===== src/rtl/sub_pkg.sv =====
// Shared sprite-mover definitions: FSM state encoding and the off-screen
// PARK coordinate used whenever a sprite is not on screen.
package sub_pkg;

   typedef enum logic [1:0] {
      IDLE   = 2'd0,
      RISING = 2'd1,
      POP    = 2'd2
   } state_t;

   localparam logic signed [11:0] PARK = -12'sd64;

endpackage


===== src/rtl/rise_edge_det.sv =====
// Registered rising-edge detector: pulse is high for one clk, one clk after
// d goes 0->1.  Ports: clk, rst (async high), d (level in), pulse (out).
module rise_edge_det (
   input  logic clk,
   input  logic rst,
   input  logic d,
   output logic pulse
);

   logic prev;

   always_ff @(posedge clk or posedge rst) begin
      if (rst) begin
         prev  <= 1'b0;
         pulse <= 1'b0;
      end else begin
         prev  <= d;
         pulse <= d & ~prev;
      end
   end

endmodule


===== src/rtl/bubble_motion.sv =====
// Air-bubble position generator: spawns at the sub on a launch edge, rises
// per frame, pops at the top, parks off-screen.  Optional BUBBLE_WOBBLE_EN
// adds a triangle X wobble.  Ports: clk, rst, vsync, launch, subX, subY in;
// bub1X, bub1Y (registered centre), bub_active, bub_pop out.
module bubble_motion
   import sub_pkg::*;
#(
   parameter logic signed [11:0] SPAWN_DX   = 12'sd16,
   parameter logic signed [11:0] SPAWN_DY   = -12'sd8,
   parameter logic signed [11:0] RISE_STEP  = 12'sd2,
   parameter int                 RISE_DIV   = 2,
   parameter logic signed [11:0] TOP_LIMIT  = 12'sd8,
   parameter int                 POP_FRAMES = 8,
   parameter logic signed [11:0] WOBBLE_AMP = 12'sd3
) (
   input  logic               clk,
   input  logic               rst,
   input  logic               vsync,
   input  logic               launch,
   input  logic signed [11:0] subX,
   input  logic signed [11:0] subY,
   output logic signed [11:0] bub1X,
   output logic signed [11:0] bub1Y,
   output logic               bub_active,
   output logic               bub_pop
);

   logic tick;
   logic fire;

   rise_edge_det u_vs (.clk(clk), .rst(rst), .d(vsync),  .pulse(tick));
   rise_edge_det u_ln (.clk(clk), .rst(rst), .d(launch), .pulse(fire));

   state_t            state, state_n;
   logic signed [11:0] x_n, y_n, y_dec;
   logic [7:0]        div, div_n;
   logic [7:0]        pcnt, pcnt_n;

`ifdef BUBBLE_WOBBLE_EN
   logic signed [11:0] sx, sx_n;
   logic signed [11:0] wob, wob_n;
   logic               up, up_n;
`endif

   assign y_dec = bub1Y - RISE_STEP;

   always_comb begin
      state_n = state;
      x_n     = bub1X;
      y_n     = bub1Y;
      div_n   = div;
      pcnt_n  = pcnt;
`ifdef BUBBLE_WOBBLE_EN
      sx_n    = sx;
      wob_n   = wob;
      up_n    = up;
`endif
      unique case (state)
         IDLE: begin
            // a coincident frame tick is dropped: spawn wins
            if (fire) begin
               state_n = RISING;
               x_n     = subX + SPAWN_DX;
               y_n     = subY + SPAWN_DY;
               div_n   = '0;
               pcnt_n  = '0;
`ifdef BUBBLE_WOBBLE_EN
               sx_n    = subX + SPAWN_DX;
               wob_n   = '0;
               up_n    = 1'b1;
`endif
            end
         end
         RISING: begin
            if (tick) begin
               if (div == 8'(RISE_DIV - 1)) begin
                  div_n = '0;
                  y_n   = y_dec;
`ifdef BUBBLE_WOBBLE_EN
                  // triangle: reverse direction at +/-AMP
                  if (up && wob == WOBBLE_AMP) begin
                     up_n  = 1'b0;
                     wob_n = wob - 12'sd1;
                  end else if (!up && wob == -WOBBLE_AMP) begin
                     up_n  = 1'b1;
                     wob_n = wob + 12'sd1;
                  end else begin
                     wob_n = up ? wob + 12'sd1 : wob - 12'sd1;
                  end
                  x_n = sx + wob_n;
`endif
                  if (y_dec <= TOP_LIMIT) begin
                     y_n     = TOP_LIMIT;
                     state_n = POP;
                     pcnt_n  = '0;
                  end
               end else begin
                  div_n = div + 8'd1;
               end
            end
         end
         POP: begin
            if (tick) begin
               if (pcnt == 8'(POP_FRAMES - 1)) begin
                  state_n = IDLE;
                  x_n     = PARK;
                  y_n     = PARK;
                  pcnt_n  = '0;
               end else begin
                  pcnt_n = pcnt + 8'd1;
               end
            end
         end
         default: begin
            state_n = IDLE;
            x_n     = PARK;
            y_n     = PARK;
         end
      endcase
   end

   always_ff @(posedge clk or posedge rst) begin
      if (rst) begin
         state <= IDLE;
         bub1X <= PARK;
         bub1Y <= PARK;
         div   <= '0;
         pcnt  <= '0;
`ifdef BUBBLE_WOBBLE_EN
         sx    <= PARK;
         wob   <= '0;
         up    <= 1'b1;
`endif
      end else begin
         state <= state_n;
         bub1X <= x_n;
         bub1Y <= y_n;
         div   <= div_n;
         pcnt  <= pcnt_n;
`ifdef BUBBLE_WOBBLE_EN
         sx    <= sx_n;
         wob   <= wob_n;
         up    <= up_n;
`endif
      end
   end

   assign bub_active = (state == RISING) || (state == POP);
   assign bub_pop    = (state == POP);

endmodule


===== config.mk =====
export PLATFORM = sky130hd
export DESIGN_NAME = bubble_motion
export DESIGN_NICKNAME = d
export VERILOG_FILES = /design/src/rtl/sub_pkg.sv /design/src/rtl/rise_edge_det.sv /design/src/rtl/bubble_motion.sv
export SDC_FILE = /design/constraint.sdc
export NUM_CORES = 1
export LEC_CHECK = 0
export ABC_AREA = 1
export BUFFER_PORTS_ARGS = -buffer_cell sky130_fd_sc_hd__clkbuf_2
export CORE_MARGIN = 5
export CORE_UTILIZATION = 40
export DETAILED_ROUTE_END_ITERATION = 16
export SKIP_CTS_REPAIR_TIMING = 1
export SYNTH_ARGS = -nofsm -noshare
export SYNTH_HDL_FRONTEND = slang
export SYNTH_SLANG_ARGS = --single-unit

===== constraint.sdc =====
create_clock -name clk -period 1.9 [get_ports clk]
set_input_delay 0.38 -clock clk [delete_from_list [all_inputs] [get_ports clk]]
set_output_delay 0.38 -clock clk [all_outputs]
set_load 0.02 [all_outputs]

==> results.md <==
Run status:
- The flow ran to the end, and the final reports show no timing, DRC or antenna violations.

Critical path:
- The critical path class is register to register.
- STA classifies the critical path startpoint as a register.
- On the critical path, the stage with the largest delay is an instance of dfrtp_2.
- The critical-path maximum fanout is 8.
- The critical path's top delay family is simple AND/OR/NAND/NOR gates.
- The critical path data arrival time is 2030 ps.
- The number of buffers and inverters on the critical path is 2.
- STA classifies the critical path endpoint as a register.
- The critical path's largest stage delay is 410 ps.
- Data on the critical path is required at its endpoint by 2100 ps.
- Walking the worst path, the cells encountered are inv_2, ha_4, inv_1, nor2_1, nor2_1, nor2_1, nand2_1, nor2_4, nand3_4, nand3_4, nand2_8, nand2_1, o21ai_2.
- Counting stages on the worst path, the most repeated cell is nor2_1.

Logic synthesis:
- The share of synthesized area in the top cell type comes to 28.8%.
- A synthesized cell averages 7.75 um2.
- The fraction of the yosys area taken by sequential cells is 39.5%.
- The post-synthesis cell type count is 39.
- The gate count after technology mapping is 381.
- The flip-flop and latch count after synthesis is 46.
- During synthesis, Yosys emitted a total of 0 warnings.
- In the post-synthesis netlist, the biggest area contributors are dfrtp_1 (29%), dfstp_2 (11%), nand2_1 (10%).
- The area of the mapped netlist is 0.00295 mm2.
- The biggest area consumer among synthesized cells is dfrtp_1.
- The synthesized netlist net count is 419.

Power:
- In this run switching power makes up 46.6% of total power.
- The internal power is 0.00315 W.
- Power spread over the standard cell area amounts to 1540 mW/mm2.
- The part of the power in registers is 26.2%.
- The leakage power of the design is 1.87 nW.
- The clock share of power is 12.3%.
- The combinational share of power is 61.5%.
- Across the VDD grid, the largest voltage drop is 0.676 mV.
- The total net switching power is 0.00274 W.

Routing:
- The detailed-route vias per instance is 4.84.
- After detailed routing, the number of remaining DRC violations is 0.
- The total wire length after detailed routing is 7.13 mm.
- The number of detailed-routing iterations run before antenna repair is 4.
- Dividing the detail-routed wire length by the instance count gives 12.5 um.
- The first routing iteration left 79 violations.
- The final antenna-violating net count is 0.
- The count of vias placed by the detailed router is 2748.

Clock network:
- Counting along the longest clock path gives a buffer depth of 2.
- The insertion delay to the later sink of the worst-skew pair is 300 ps.
- Counting the buffers created by CTS gives 5.
- The clock tree root buffer cell is clkbuf_8.
- The number of clock sinks is 46.
- After clock tree synthesis, the clock-pin slew on the worst setup and hold paths is 90 ps.
- The H-tree generated during clock tree synthesis spans 2 levels.
- The clock tree from TritonCTS is done.

Timing:
- Setup repair after global routing could not meet its margin everywhere.
- The count of endpoints failing setup in the final report is 0.
- The headroom to the max-slew limit is 79.0%.
- The count of final max-slew check failures came to 0.
- The transition time at the pin with the least slew margin is 312 ps.
- The total count of hold-check failures in the final report is 0.
- The final critical-path required period is 1840 ps.
- Across the routed clock network, the largest skew measured is 8.63 ps.
- In the finished design, the share of the clock period the worst path needs comes to 96.7%.
- The highest attainable clock frequency is 0.544 GHz.

Floorplan:
- In this run the core area contains 31 standard-cell rows.
- During I/O placement, the number of pins put on the boundary was 54.
- From bottom edge to top edge, the die measures 95.9 um.
- The die covers 0.00920 mm2.
- The core region area is 0.00721 mm2.
- Once the floorplan was initialized, standard cells occupied 40.9% of the core.
- The die boundary width is 95.9 um.

Layout:
- The growth of design area from synthesis to finish is 29.4%.
- Cells fill 53.0% of the core in the end.
- The number of filler instances in the final layout is 722.
- The number of antenna diodes in the final layout is 0.
- The final design area excluding fillers is 0.00382 mm2.
- The number of nets at the end of the flow is 506.
- The post-route netlist has 36.2% of its cells at a drive strength greater than 1.

Placement:
- Detailed placement ended at an HPWL of 5.39 mm.
- Routability-driven placement finished with a final weighted congestion of 0.831.
- Port buffering added 53 buffers.
- Summing all placed instances gives a cell area of 0.00353 mm2.

Global routing:
- Global routing finished with a remaining overflow of 0.
- The overall global routing resource usage is 16.0%.
- The via count of the first global-routing pass is 2586.
- Entering global routing, the biggest net connects 47 pins.
- The first global-routing pass estimated 11.8 mm of wire.
- The number of antenna violations at the first check in global routing is 0.

Run:
- Across the run, the number of max-cap violations was 0.

Worst hold path:
- The worst hold path belongs to the class input port to async pin.
[through the flow]
| step | worst slack [ps] | power, W | hold slack (ps) | setup TNS, ps | instances |
|---|---|---|---|---|---|
| after floorplan | 13.4 | 0.00369 | 376 | 0 | 381 |
| after global placement | 75.5 | 0.00477 | 382 | 0 | 551 |
| after detailed placement | 31.1 | 0.00478 | 387 | 0 | 551 |
| after CTS | 13.8 | 0.00554 | 91.0 | 0 | 559 |
| after global routing | -21.7 | 0.00637 | 110 | -147 | 568 |
| final | 63.1 | 0.00589 | 87.3 | 0 | 568 |
[final timing paths]
kind	from	to	slack, ps	cells after the start
setup / recovery	bub1Y[2]	pcnt[2]	60	13
hold / removal	rst	div[0]	90	3
setup reg to reg	bub1Y[2]	pcnt[2]	60	13
hold reg to reg	u_vs.prev	u_vs.pulse	390	1
max in group asynchronous	rst	bub1Y[10]	1540	3
min in group clk	vsync	u_vs.prev	190	1
[layout by cell type (no fill, tap or decap), drive strengths merged, types with 4 or more instances in the layout]
cell type / n
dfrtp: 34
or2: 7
clkbuf: 58
o21ai: 24
buf: 35
nand4: 8
inv: 53
nand3: 29
dfstp: 12
a31oi: 5
nand2: 86
ha: 10
o21a: 4
a21boi: 5
xor2: 7
nor2: 46
nor3: 11
a21oi: 14
nand3b: 5
o22ai: 5
[sequential cells by signal (all words and copies together), names as in the netlist]
name / count
u_ln.pulse: 1
u_vs.pulse: 1
u_ln.prev: 1
u_vs.prev: 1
pcnt: 8
div: 8
state: 2
bub1X: 12
bub1Y: 12
[cell type report]
class | count | area (um2) | area share (%)
Multi-Input combinational cell | 274 | 1650 | 43.2
Clock inverter | 3 | 40.0 | 1.05
Sequential cell | 46 | 1170 | 30.6
Tap cell | 99 | 124 | 3.24
Inverter | 53 | 199 | 5.20
Clock buffer | 5 | 68.8 | 1.80
Timing Repair Buffer | 88 | 568 | 14.9
[synth_stat cells]
cell type   n
nand2_1    79
inv_1      50
nor2_1     37
dfrtp_1    34
nand3_1    25
o21ai_0    15
a21oi_1    14
dfstp_2    12
nor3_1     11
ha_1       10
o21ai_2     9
nand4_1     8
nor2_2      7
or2_2       7
xor2_1      6
a31oi_1     5
buf_2       5
nand2_2     5
nand3b_1    5
a21boi_0    4
o21a_1      4
o22ai_1     4
a22oi_1     3
inv_2       3
clkbuf_1    2
nand3_2     2
nand3_4     2
nor2_4      2
a211o_1     1
a21boi_1    1
buf_1       1
buf_6       1
nand2_4     1
nor3b_1     1
nor4_1      1
nor4_4      1
o22ai_2     1
xnor2_1     1
xor2_2      1
[power by group through the flow]
stage,Combinational [W],Sequential [W],Clock [W]
finish,0.00362,0.00154,0.000724
global route,0.00399,0.00157,0.000800
CTS,0.00326,0.00152,0.000755
detailed placement,0.00324,0.00154,0
global placement,0.00324,0.00153,0
floorplan,0.00196,0.00173,0
[cells by family (layout without fill, tap and decap cells)]
group                    after synthesis  count (layout)  synth area share [%]
AND/OR/NAND/NOR                      194             195                  32.0
buffers and inverters                 62             149                  8.35
AO/OA/AOI/OAI                         61              61                  13.3
flip-flops                            46              46                  39.5
adder cells (fa/ha/maj)               10              10                  4.24
XOR/XNOR                               8               8                  2.63
[worst min-delay path: stages]
cell and delay [ps]:
clkbuf_2 80, inv_2 60, buf_12 250
[metal layers]
| layer | global-route usage (%) | wire length (um) | vias up |
|---|---|---|---|
| met5 | 0 | 0 | - |
| met3 | 2.89 | 283 | 5 |
| met4 | 4.27 | 51 | 0 |
| li1 | - | - | 1420 |
| met1 | 21.3 | 3270 | 1275 |
| met2 | 26.8 | 3520 | 48 |
No activity file was read; power rests on OpenSTA's default activity.
